[src/rtl/mem_access_pkg.sv]
// +---------------------------------------------------------------------------+
// | mem_access_pkg: shared state encoding, request source type and widths.    |
// | Rev 1.0                                                                   |
// +---------------------------------------------------------------------------+
`default_nettype none

package mem_access_pkg;

  localparam int LAT_W      = 4;
  localparam int DEF_ADDR_W = 32;
  localparam int DEF_DATA_W = 32;

  localparam logic [1:0] ST_IDLE   = 2'd0;
  localparam logic [1:0] ST_ACCESS = 2'd1;
  localparam logic [1:0] ST_RESP   = 2'd2;

  typedef enum logic {
    SRC_IF = 1'b0,
    SRC_D  = 1'b1
  } src_e;

endpackage

`default_nettype wire

[src/rtl/mem_wait_timer.sv]
// +---------------------------------------------------------------------------+
// | mem_wait_timer: loadable down-counter, 'last' high when count is zero.    |
// | Rev 1.0                                                                   |
// +---------------------------------------------------------------------------+
`default_nettype none

module mem_wait_timer
  import mem_access_pkg::*;
#(
  parameter int CNT_W = LAT_W
) (
  input  logic             clk,
  input  logic             resetn,
  input  logic             load,
  input  logic [CNT_W-1:0] load_val,
  input  logic             en,
  output logic             last
);

  logic [CNT_W-1:0] cnt;

  always_ff @(posedge clk) begin
    if (!resetn) begin
      cnt <= '0;
    end else if (load) begin
      cnt <= load_val;
    end else if (en && (cnt != '0)) begin
      cnt <= cnt - 1'b1;
    end
  end

  assign last = (cnt == '0);

endmodule

`default_nettype wire

[src/rtl/mem_access_ctrl.sv]
// +---------------------------------------------------------------------------+
// | mem_access_ctrl: fetch/load/store sequencer for the single-port Memory.   |
// | Optional range check enabled by macro ADDR_CHECK_EN.        Rev 1.0       |
// +---------------------------------------------------------------------------+
`default_nettype none

module mem_access_ctrl
  import mem_access_pkg::*;
#(
  parameter int ADDR_W    = DEF_ADDR_W,
  parameter int DATA_W    = DEF_DATA_W,
  parameter int MEM_LAT   = 0,
  parameter int MEM_DEPTH = 513
) (
  input  logic              Clk,
  input  logic              Resetn,
  input  logic              IfReq,
  input  logic [ADDR_W-1:0] IfAddr,
  output logic              IfAck,
  output logic [DATA_W-1:0] Instr,
  input  logic              DReq,
  input  logic              DWrite,
  input  logic [ADDR_W-1:0] DAddr,
  input  logic [DATA_W-1:0] DWData,
  output logic              DAck,
  output logic [DATA_W-1:0] DRData,
  output logic [ADDR_W-1:0] MemAddr,
  output logic [DATA_W-1:0] MemWData,
  output logic              MemWE,
  input  logic [DATA_W-1:0] MemRData,
  output logic              Busy,
  output logic              AddrErr
);

  if (MEM_LAT < 0 || MEM_LAT > 15) begin : g_lat_check
    $error("mem_access_ctrl: MEM_LAT must be within 0..15");
  end

  if (MEM_DEPTH < 1) begin : g_depth_check
    $error("mem_access_ctrl: MEM_DEPTH must be positive");
  end

  logic [1:0]        state;
  src_e              src;
  logic              wr;
  logic              cur_err;
  logic              accept;
  logic              last;
  logic              oob;
  logic [ADDR_W-1:0] sel_addr;

  // Data side wins arbitration; the fetch simply stays pending.
  assign accept   = (state == ST_IDLE) && (DReq || IfReq);
  assign sel_addr = DReq ? DAddr : IfAddr;

`ifdef ADDR_CHECK_EN
  assign oob = (sel_addr >= ADDR_W'(MEM_DEPTH));
`else
  assign oob = 1'b0;
`endif

  mem_wait_timer #(
    .CNT_W(LAT_W)
  ) u_timer (
    .clk     (Clk),
    .resetn  (Resetn),
    .load    (accept),
    .load_val(LAT_W'(MEM_LAT)),
    .en      (state == ST_ACCESS),
    .last    (last)
  );

  always_ff @(posedge Clk) begin
    if (!Resetn) begin
      state    <= ST_IDLE;
      src      <= SRC_IF;
      wr       <= 1'b0;
      cur_err  <= 1'b0;
      IfAck    <= 1'b0;
      DAck     <= 1'b0;
      Instr    <= '0;
      DRData   <= '0;
      MemAddr  <= '0;
      MemWData <= '0;
    end else begin
      IfAck <= 1'b0;
      DAck  <= 1'b0;
      case (state)
        ST_IDLE: begin
          if (accept) begin
            state    <= ST_ACCESS;
            src      <= DReq ? SRC_D : SRC_IF;
            wr       <= DReq && DWrite;
            cur_err  <= oob;
            MemAddr  <= sel_addr;
            MemWData <= DWData;
          end
        end
        ST_ACCESS: begin
          if (last) begin
            state <= ST_RESP;
            if (src == SRC_IF) begin
              Instr <= cur_err ? '0 : MemRData;
              IfAck <= 1'b1;
            end else begin
              DAck <= 1'b1;
              if (!wr) begin
                DRData <= cur_err ? '0 : MemRData;
              end
            end
          end
        end
        ST_RESP:  state <= ST_IDLE;
        default:  state <= ST_IDLE;
      endcase
    end
  end

`ifdef ADDR_CHECK_EN
  always_ff @(posedge Clk) begin
    if (!Resetn) begin
      AddrErr <= 1'b0;
    end else if (accept && oob) begin
      AddrErr <= 1'b1;
    end
  end
`else
  assign AddrErr = 1'b0;
`endif

  // Gated by Resetn so a reset landing on the write edge never commits it.
  assign MemWE = Resetn && (state == ST_ACCESS) && last && wr && !cur_err;
  assign Busy  = (state == ST_ACCESS) || (state == ST_RESP);

endmodule

`default_nettype wire

[config.mk]
export PLATFORM = sky130hd
export DESIGN_NAME = mem_access_ctrl
export DESIGN_NICKNAME = d
export VERILOG_FILES = /design/src/rtl/mem_access_pkg.sv /design/src/rtl/mem_wait_timer.sv /design/src/rtl/mem_access_ctrl.sv
export SDC_FILE = /design/constraint.sdc
export NUM_CORES = 1
export LEC_CHECK = 0
export ABC_AREA = 1
export BUFFER_PORTS_ARGS = -buffer_cell sky130_fd_sc_hd__buf_4
export CAP_MARGIN = 25
export CORE_ASPECT_RATIO = 1.25
export CORE_MARGIN = 8
export CORE_UTILIZATION = 30
export CTS_CLUSTER_SIZE = 20
export DETAILED_ROUTE_END_ITERATION = 12
export REMOVE_ABC_BUFFERS = 1
export SKIP_LAST_GASP = 1
export SLEW_MARGIN = 20
export SYNTH_ARGS = -nofsm -noshare
export SYNTH_HDL_FRONTEND = slang
export SYNTH_SLANG_ARGS = --single-unit
[constraint.sdc]
create_clock -name Clk -period 1.9 [get_ports Clk]
set_input_delay 0.19 -clock Clk [delete_from_list [all_inputs] [get_ports Clk]]
set_output_delay 0.19 -clock Clk [all_outputs]
set_load 0.05 [all_outputs]
==> out/results.ini, run 1 <==
[worst_hold_path]
min_from=MemRData[31]
hold_end=Instr[31]$_SDFFE_PN0P_
hold_class=input pin to register
hold_depth=3

[floorplanning]
rows=57
core_area_mm2=0.01918
die-area_mm2=0.02403
io_pins=266
die_y_um=171.3
die_w_um=140.3
start_util_pct=30.18

[clock_tree]
tritoncts=built
h-tree-depth=4
clk_pin_slew_ns=0.06
cts_sinks=138
worstSkewPairLatency_ns=0.41
numCtsBuffers=17
cts_root_buf=clkbuf_16
cts_buffer_depth=2

[route]
ant_nets=0
wirelength_um=18790
wl_per_cell_um=13.69
drtPass1Iterations=4
drt_iter0_drc=174
post-route-drc-count=0
vias=5960
routed_via_density=4.344

[layout]
num_antenna_cells=0
area_growth_pct=50.82
fin_area_mm2=0.008733
layout-drive-gt1-share_pct=28.35
fillers=2001
nets=1260

[worst_setup_path]
r2r_end=MemAddr[7]$_SDFFE_PN0P_
ff2ff_path_depth=6
critPathLaunchType=register
setup.worst_path.end_class=output pin
worstSetupPathType=register to output pin
ff2ff_setup_slack_ns=0.33
crit_arrival_ns=1.55
regToRegStartpoint=state[0]$_SDFFE_PN0P_
critPathMaxFanout=3
required_ns=1.71

[logic_synthesis]
yosysSeqAreaShare_pct=47.71
ys_seq_elements=138
synth_cells=867
synthDistinctLibCells=21
syn_area_per_cell_um2=6.679
syn_area_mm2=0.005791
yosysWarnings=0

[status]
outcome=finished clean

[pwr]
max-vdd-ir-drop_uv=536.1
p_leak_nw=4.532
p_per_area_mw_per_mm2=1055

[placed_design]
gp_congestion=0.7743
io_buffers=264
postPlaceCellArea_mm2=0.007991
hpwl_um=13910

[timing]
fin_crit_sh_pct=91.51
relSlewSlack_pct=66.08
finalSetupTns_ns=0
fmax_mhz=575.2
finalCriticalPeriod_ns=1.739
final-setup-viol-count=0
rsz0062_at_grt=no
hold_viol_final=0
clock_skew_ns=0.009661
tightest_slew_ns=0.5069
drv_slew=0

[grt]
grt_pass1_vias=6017
overflow=0
grt_max_degree=78
grt.total_usage_pct=15.67
antenna_found_initial=0
grt_pass1_wl_um=30530

[job]
maxCapViolations=0

==> layer usage <==
layer	vias to the layer above	GRT usage [%]	wire (um)
met3	14	6.720	1918
met2	218	26.48	8705
met1	2563	17.01	7872
li1	3165	-	-
met5	-	0	0
met4	0	6.481	293
==> where the power goes <==
part / total, mW / internal (mW) / switching (mW) / leakage, nW
clock: 3.20 / 1.86 / 1.34 / 0.275
combinational: 2.68 / 0.856 / 1.82 / 3.12
sequential: 3.34 / 3.19 / 0.152 / 1.14
==> cell usage after synthesis, drive strengths merged <==
library cell,count,area share (%)
ha,4,0.86
nand3,6,0.52
nor4,1,0.11
o21ai,66,5.7
o22ai,1,0.11
nand4,32,3.5
a21oi,7,0.60
inv,79,5.1
nor2,263,17
nor3,1,0.28
buf,36,3.2
conb,1,0.065
clkbuf,20,1.3
dfxtp,138,48
nand2,212,14
==> what timing repair did <==
action,4_1_cts,5_1_grt
hold buffers,13,0
setup buffers,0,0
resized for setup,6,1
cloned,0,0
endpoints found under the hold margin,13,0
pin swaps,1,1
setup endpoints to repair,1,1
==> final cells by class <==
class / instances / area, um^2 / area share (%)
Clock buffer: 18 / 439.2 / 5.029
Clock inverter: 14 / 138.9 / 1.590
Inverter: 79 / 296.5 / 3.395
Multi-Input combinational cell: 594 / 2515 / 28.80
Sequential cell: 138 / 2763 / 31.63
Tap cell: 236 / 295.3 / 3.381
Timing Repair Buffer: 293 / 2286 / 26.17
==> cells by family after synthesis <==
logic type                 share of synthesized area (%)
AOI/OAI and AO/OA                                  6.417
adders and majority gates                         0.8643
buffers and inverters                              9.658
DFF                                                47.71
other                                            0.06476
and+or+nand+nor                                    35.29
==> layout by cell type, fill, tap and decap left out <==
cell / count
clkinvlp_4: 3
nand3_1: 5
buf_4: 275
conb_1: 1
clkinv_2: 1
o21ai_4: 1
inv_2: 3
inv_6: 3
dlygate4sd3_1: 13
nor3_4: 1
nor2_4: 1
inv_1: 76
o21ai_0: 65
a21oi_1: 7
clkbuf_16: 17
clkbuf_8: 1
nor2_1: 262
ha_4: 1
dfxtp_1: 138
nand2_2: 1
o22ai_1: 1
nand4_1: 32
nor4_4: 1
inv_8: 1
nand3_2: 1
bufinv_16: 1
nand2_1: 211
buf_6: 1
buf_12: 4
clkinv_4: 5
ha_1: 3
==> per-stage QoR <==
step           utilization (%)  cells  hold slack [ns]  power, mW  setup slack [ns]
3_3_place_gp             41.66   1327           0.4237      6.065            0.3724
2_1_floorplan                -    811           0.3104      5.062            -1.646
3_5_place_dp             41.66   1327           0.4321      6.084            0.3431
5_1_grt                  45.52   1372         0.005818      9.702           0.02896
6_report                 45.52   1372          0.02409      9.217            0.1614
4_1_cts                  45.52   1372       0.00006539      9.365          0.008703
==> state kept, by name (all words and copies together), names as in the netlist <==
name / count
state: 2
Instr: 32
u_timer.cnt: 4
src: 1
DRData: 32
IfAck: 1
MemAddr: 32
DAck: 1
MemWData: 32
wr: 1
==> worst max path at each step <==
| stage | slack [ns] | end | cells after the start | startpoint |
|---|---|---|---|---|
| 2_1_floorplan | -1.65 | MemAddr[0]$_SDFFE_PN0P_ | 4 | DReq |
| 3_3_place_gp | 0.37 | DRData[29]$_SDFFE_PN0P_ | 8 | u_timer.cnt[0]$_SDFFE_PP0P_ |
| 3_5_place_dp | 0.34 | MemWData[31]$_SDFFE_PN0P_ | 6 | state[0]$_SDFFE_PN0P_ |
| 4_1_cts | 0.009 | MemWE | 5 | u_timer.cnt[0]$_SDFFE_PP0P_ |
| 5_1_grt | 0.03 | MemWE | 5 | state[1]$_SDFFE_PN0P_ |
| 6_report | 0.16 | MemWE | 5 | state[1]$_SDFFE_PN0P_ |
==> worst max-delay path, cell delays in order (launching register included) <==
cell and delay, ns:
dfxtp_1 0.31, inv_1 0.09, ha_1 0.18, inv_2 0.07, nor4_4 0.29, buf_6 0.20
Power figures use the tool's default switching activity.
==> inputs of run 2 (changes only) <==
RECOVER_POWER = 100   (was not set)
==> run 2 against run 1 <==
- global-route usage is the same
- fmax shrank 0.18%
- wire length is essentially flat
- cell count is the same
- largest cell class unchanged
==> out/results.ini, run 2 (synthesized netlist as in run 1, its figures left out) <==
[layout]
area_growth_pct=42.03
layout.cells.non_filler=1372
layout-drive-gt1-share_pct=16.73
fillers=2123
regArea_mm2=0.002763
multi_input_area_mm2=0.002500
fin_area_mm2=0.008224
num_antenna_cells=0
nets=1260
most-common-layout-cells=nor2_1, nand2_1, buf_4, dfxtp_1, clkbuf_1
final_common_cell=nor2_1

[route]
post-route-drc-count=0
routed_via_density=4.330
drtPass1Iterations=4
ant_nets=0
wirelength_um=18800
wl_per_cell_um=13.70
drt_iter0_drc=166
vias=5941

[pwr]
p_per_area_mw_per_mm2=1090
max-vdd-ir-drop_uv=533.2
p_leak_nw=3.993

[timing]
fmax_mhz=574.2
finalCriticalPeriod_ns=1.742
finalSetupTns_ns=0
clock_skew_ns=0.01022
relSlewSlack_pct=49.97
hold_viol_final=0
drv_slew=0
fin_crit_sh_pct=91.67
rsz0062_at_grt=no
setup_slack_ns=0.1583
final-setup-viol-count=0
tightest_slew_ns=0.7504

[clock_tree]
worstSkewPairLatency_ns=0.41
cts_buffer_depth=2
tritoncts=built
cts_root_buf=clkbuf_16
h-tree-depth=4
cts_sinks=138
numCtsBuffers=17
clk_pin_slew_ns=0.07

[floorplanning]
core_area_mm2=0.01918
die_y_um=171.3
start_util_pct=30.18
die_w_um=140.3
io_pins=266
rows=57
die-area_mm2=0.02403

[placed_design]
hpwl_um=13910
io_buffers=264
postPlaceCellArea_mm2=0.007991
gp_congestion=0.7743
place_ws_ns=0.3431
placedCellCount=1327

[worst_setup_path]
worstSetupPathType=register to output pin
critPathMaxFanout=3
regToRegStartpoint=state[0]$_SDFFE_PN0P_
r2r_end=MemAddr[7]$_SDFFE_PN0P_
ff2ff_path_depth=6
critPathLaunchType=register
ff2ff_setup_slack_ns=0.24
crit_arrival_ns=1.55
required_ns=1.71
setup.worst_path.end_class=output pin

[worst_hold_path]
hold_class=input pin to register
hold_depth=3
hold_end=Instr[12]$_SDFFE_PN0P_
min_from=MemRData[12]

[grt]
grt_max_degree=78
grt.total_usage_pct=15.67
antenna_found_initial=0
grt_pass1_vias=6017
overflow=0
grt_pass1_wl_um=30530

[job]
maxCapViolations=0

[status]
outcome=finished clean

==> run 2: cell types whose count changed in the layout (fill, tap and decap cells not counted) <==
| cell | before | now |
|---|---|---|
| o21ai_4 | 1 | 0 |
| clkbuf_1 | 0 | 131 |
| o21ai_2 | 0 | 1 |
| clkbuf_4 | 0 | 1 |
| buf_4 | 275 | 142 |
| nor2_4 | 1 | 0 |
| clkbuf_2 | 0 | 1 |
| nor2_1 | 262 | 263 |
==> run 2: layer usage <==
metal | global-route usage [%] | vias up | wire (um)
li1 | - | 3164 | -
met1 | 17.01 | 2549 | 8018
met4 | 6.481 | 0 | 284
met5 | 0 | - | 0
met2 | 26.48 | 214 | 8619
met3 | 6.720 | 14 | 1874
==> run 2: worst max path at each step <==
stage | from | endpoint | slack [ns] | cells after the start
3_3_place_gp | u_timer.cnt[0]$_SDFFE_PP0P_ | DRData[29]$_SDFFE_PN0P_ | 0.37 | 8
3_5_place_dp | state[0]$_SDFFE_PN0P_ | MemWData[31]$_SDFFE_PN0P_ | 0.34 | 6
4_1_cts | u_timer.cnt[0]$_SDFFE_PP0P_ | MemWE | 0.009 | 5
6_report | state[1]$_SDFFE_PN0P_ | MemWE | 0.16 | 5
5_1_grt | state[1]$_SDFFE_PN0P_ | MemWE | 0.03 | 5
2_1_floorplan | DReq | MemAddr[0]$_SDFFE_PN0P_ | -1.65 | 4
==> run 2: worst max-delay path, cell delays in order (launching register included) <==
cell and delay [ns]:
dfxtp_1 0.31, inv_1 0.09, ha_1 0.18, inv_2 0.07, nor4_4 0.29, buf_6 0.20
==> run 2: area by class of cell <==
cell class | count | area share, %
multi-input cells | 594 | 30.40
inverters | 79 | 3.606
repair buffers | 293 | 21.79
clock inverters | 14 | 1.689
clock buffers | 18 | 5.340
flip-flops and latches | 138 | 33.59
well taps | 236 | 3.590
==> run 2: where the power goes <==
| group | internal (mW) | switching [mW] | leakage [nW] | total [mW] |
|---|---|---|---|---|
| clock | 1.86 | 1.34 | 0.275 | 3.20 |
| sequential | 3.19 | 0.145 | 1.14 | 3.33 |
| combinational | 0.607 | 1.82 | 2.58 | 2.43 |
==> run 2: metrics by stage <==
step                      util (%)  power, mW  hold slack, ns
after floorplan                  -      5.062          0.3104
after global placement       41.66      6.065          0.4237
after CTS                    45.52      9.365      0.00006539
final                        42.87      8.962         0.02338
after global routing         42.87      9.443        0.005818
after detailed placement     41.66      6.084          0.4321
==> run 2: repair_timing <==
item | in CTS | in global routing
setup endpoints to repair | 1 | 1
resized for setup | 6 | 1
pin swaps | 1 | 1
buffers inserted | 0 | 0
hold buffers | 13 | 0
endpoints found under the hold margin | 13 | 0
gates cloned | 0 | 0
==> inputs of run 3 (changes only) <==
ABC_AREA = not set   (was 1)
CORE_MARGIN = not set   (was 8)
==> run 3 against run 2 <==
- flip-flop and latch count stayed put
- power is 6.0% lower
- first-iteration DRC count is 76% higher
- design area is 2.5% lower
- critical path depth stayed put
- fmax is 1.3% lower
- wire length is 10% lower
- hold slack better by 0.0061 ns
- clock skew is 0.0036 ns lower
- utilization is 0.32 points lower
- via count is 10% lower
- cell count is 19% lower
- critical endpoint unchanged
==> out/results.ini, run 3 <==
[status]
outcome=finished clean

[worst_setup_path]
required_ns=1.71
crit_arrival_ns=1.57
regToRegStartpoint=u_timer.cnt[0]$_SDFFE_PP0P_
path_cells=inv_2 -> ha_2 -> nor3b_4 -> and4_1 -> buf_6
critPathLaunchType=register
critical_path.max_stage_delay_ns=0.32
crit_slowest_cell=dfxtp_1
worstSetupPathType=register to output pin
setup.worst_path.end_class=output pin
critPathMaxFanout=3
r2r_end=Instr[11]$_SDFFE_PN0P_
ff2ff_setup_slack_ns=0.17
ff2ff_path_depth=6

[logic_synthesis]
syn_area_mm2=0.005797
synth_enable_flop_cells=0
yosysWarnings=0
yosys_most_used_dff=dfxtp_1
synth-xor-area-share_pct=0.1511
synth_top_family_by_area=compound AO/OA/AOI/OAI gates
yosysSeqAreaShare_pct=47.66
async_flop_share_pct=0
synthAdderAreaFrac_pct=0.8634
synth_compound_area_share_pct=25.23
synth_area_leader_cell=dfxtp_1
yosys-mux-area-fraction_pct=5.698
yosysTopAreaCellShare_pct=47.66
synthSimpleGateAreaFrac_pct=14.05
synth.most_common_cell=dfxtp_1
synthDistinctLibCells=38
syn_area_per_cell_um2=9.158
synth_cells=633
ys_seq_elements=138
synth_common_cells=dfxtp_1, nand2_1, a21boi_0, nand3_1, o21ai_0
synthTopCellsByArea=dfxtp_1, a21boi_0, nand2_1

[timing]
clock_skew_ns=0.006664
finalSetupTns_ns=0
finalCriticalPeriod_ns=1.765
fmax_mhz=566.6
whs_ns=0.02950
setup_slack_ns=0.1352
rsz0062_at_grt=no
fin_crit_sh_pct=92.88
drv_slew=0
tightest_slew_ns=0.6786
final-setup-viol-count=0
relSlewSlack_pct=54.95
hold_viol_final=0

[placed_design]
gp_congestion=0.7683
placedCellCount=1080
hpwl_um=11530
io_buffers=264
place_ws_ns=0.1560

[route]
routed_via_density=4.801
vias=5348
wl_per_cell_um=15.14
drtPass1Iterations=4
post-route-drc-count=0
ant_nets=0
wirelength_um=16860
drt_iter0_drc=292

[clock_tree]
tritoncts=built
h-tree-depth=4
numCtsBuffers=17
cts_hold_buf=0
cts_root_buf=clkbuf_16
clk_pin_slew_ns=0.07
worstSkewPairLatency_ns=0.41
cts_buffer_depth=2
cts_sinks=138

[pwr]
max-vdd-ir-drop_uv=571.1
p_total_mw=8.421
p_per_area_mw_per_mm2=1050
p_leak_nw=3.430

[layout]
num_antenna_cells=0
area_growth_pct=38.36
layout-drive-gt1-share_pct=21.66
most-common-layout-cells=buf_4, dfxtp_1, clkbuf_1, nand2_1, a21boi_0
final_common_cell=buf_4
layout.cells.non_filler=1114
nets=1006

[grt]
grt_pass1_vias=5143
grt.total_usage_pct=16.90
grt_pass1_wl_um=26610
overflow=0
antenna_found_initial=0
grt_max_degree=81

[worst_hold_path]
hold_end=MemWData[2]$_SDFFE_PN0P_
hold_depth=3
min_from=DWData[2]
hold_class=input pin to register

[floorplanning]
rows=56
die_w_um=126.3
io_pins=266
core_area_mm2=0.01885
die_y_um=157.4
die-area_mm2=0.01989
start_util_pct=30.76

[job]
maxCapViolations=0

==> run 3: cell count changes in the layout (fill, tap and decap cells not counted), moves of 33 or more <==
cell / change
a21boi_0: +75
nor2_1: -260
nand3_1: +60
inv_1: -72
nand2_1: -111
mux2i_1: +33
==> run 3: how the worst max path moves through the flow <==
stage | start | cells past startpoint | end
after CTS | u_timer.cnt[0]$_SDFFE_PP0P_ | 5 | MemWE
final | u_timer.cnt[0]$_SDFFE_PP0P_ | 5 | MemWE
after global routing | u_timer.cnt[0]$_SDFFE_PP0P_ | 5 | MemWE
after floorplan | u_timer.cnt[0]$_SDFFE_PP0P_ | 4 | MemWE
after detailed placement | u_timer.cnt[0]$_SDFFE_PP0P_ | 6 | Instr[11]$_SDFFE_PN0P_
after global placement | u_timer.cnt[0]$_SDFFE_PP0P_ | 6 | Instr[8]$_SDFFE_PN0P_
==> run 3: kinds of logic (layout without fill, tap and decap cells) <==
group,after synthesis,count (layout)
mux,33,33
flops,138,138
fa+ha+maj,4,4
xor+xnor,1,1
simple gates,181,181
other cells,1,1
buf+inv,69,318
compound gates,206,206
==> run 3: routing by layer <==
metal  track usage (%)  up-vias  routed length (um)
met3             5.337       18                1091
met1             20.15     2456                7486
met2             28.57      193                8045
met4             5.909        0                 239
li1                  -     2681                   -
met5                 0        -                   0
==> run 3: worst max-delay path, delay by kind of cell (launching register included) <==
family	cells	cell delay, ns
adder cells (fa/ha/maj)	1	0.18
buffers and inverters	2	0.23
flip-flops	1	0.32
AND/OR/NAND/NOR	2	0.43
==> run 3: area by class of cell <==
type | count | area, um^2
clock inverters | 14 | 137.6
fillers | 1995 | 10830
flip-flops and latches | 138 | 2763
repair buffers | 281 | 1695
multi-input cells | 426 | 2676
well taps | 232 | 290.3
inverters | 5 | 18.77
clock buffers | 18 | 439.2
==> run 3: timing repair <==
item                                    CTS  global route
gates resized for setup                   0             4
setup buffers                             1             1
endpoints found under the setup margin    1             3
pin swaps                                 0             2
==> run 3: stage by stage <==
stage	instance area, um^2	utilization (%)
after floorplan	5451	-
after global placement	7921	42.03
after detailed placement	7921	42.03
after CTS	8506	45.13
after global routing	8020	42.55
final	8020	42.55
==> run 3: report_power, final <==
part           internal [mW]  switching, mW
Combinational          0.558           1.41
Sequential              3.13          0.118
Clock                   1.86           1.34
Total                   5.55           2.87
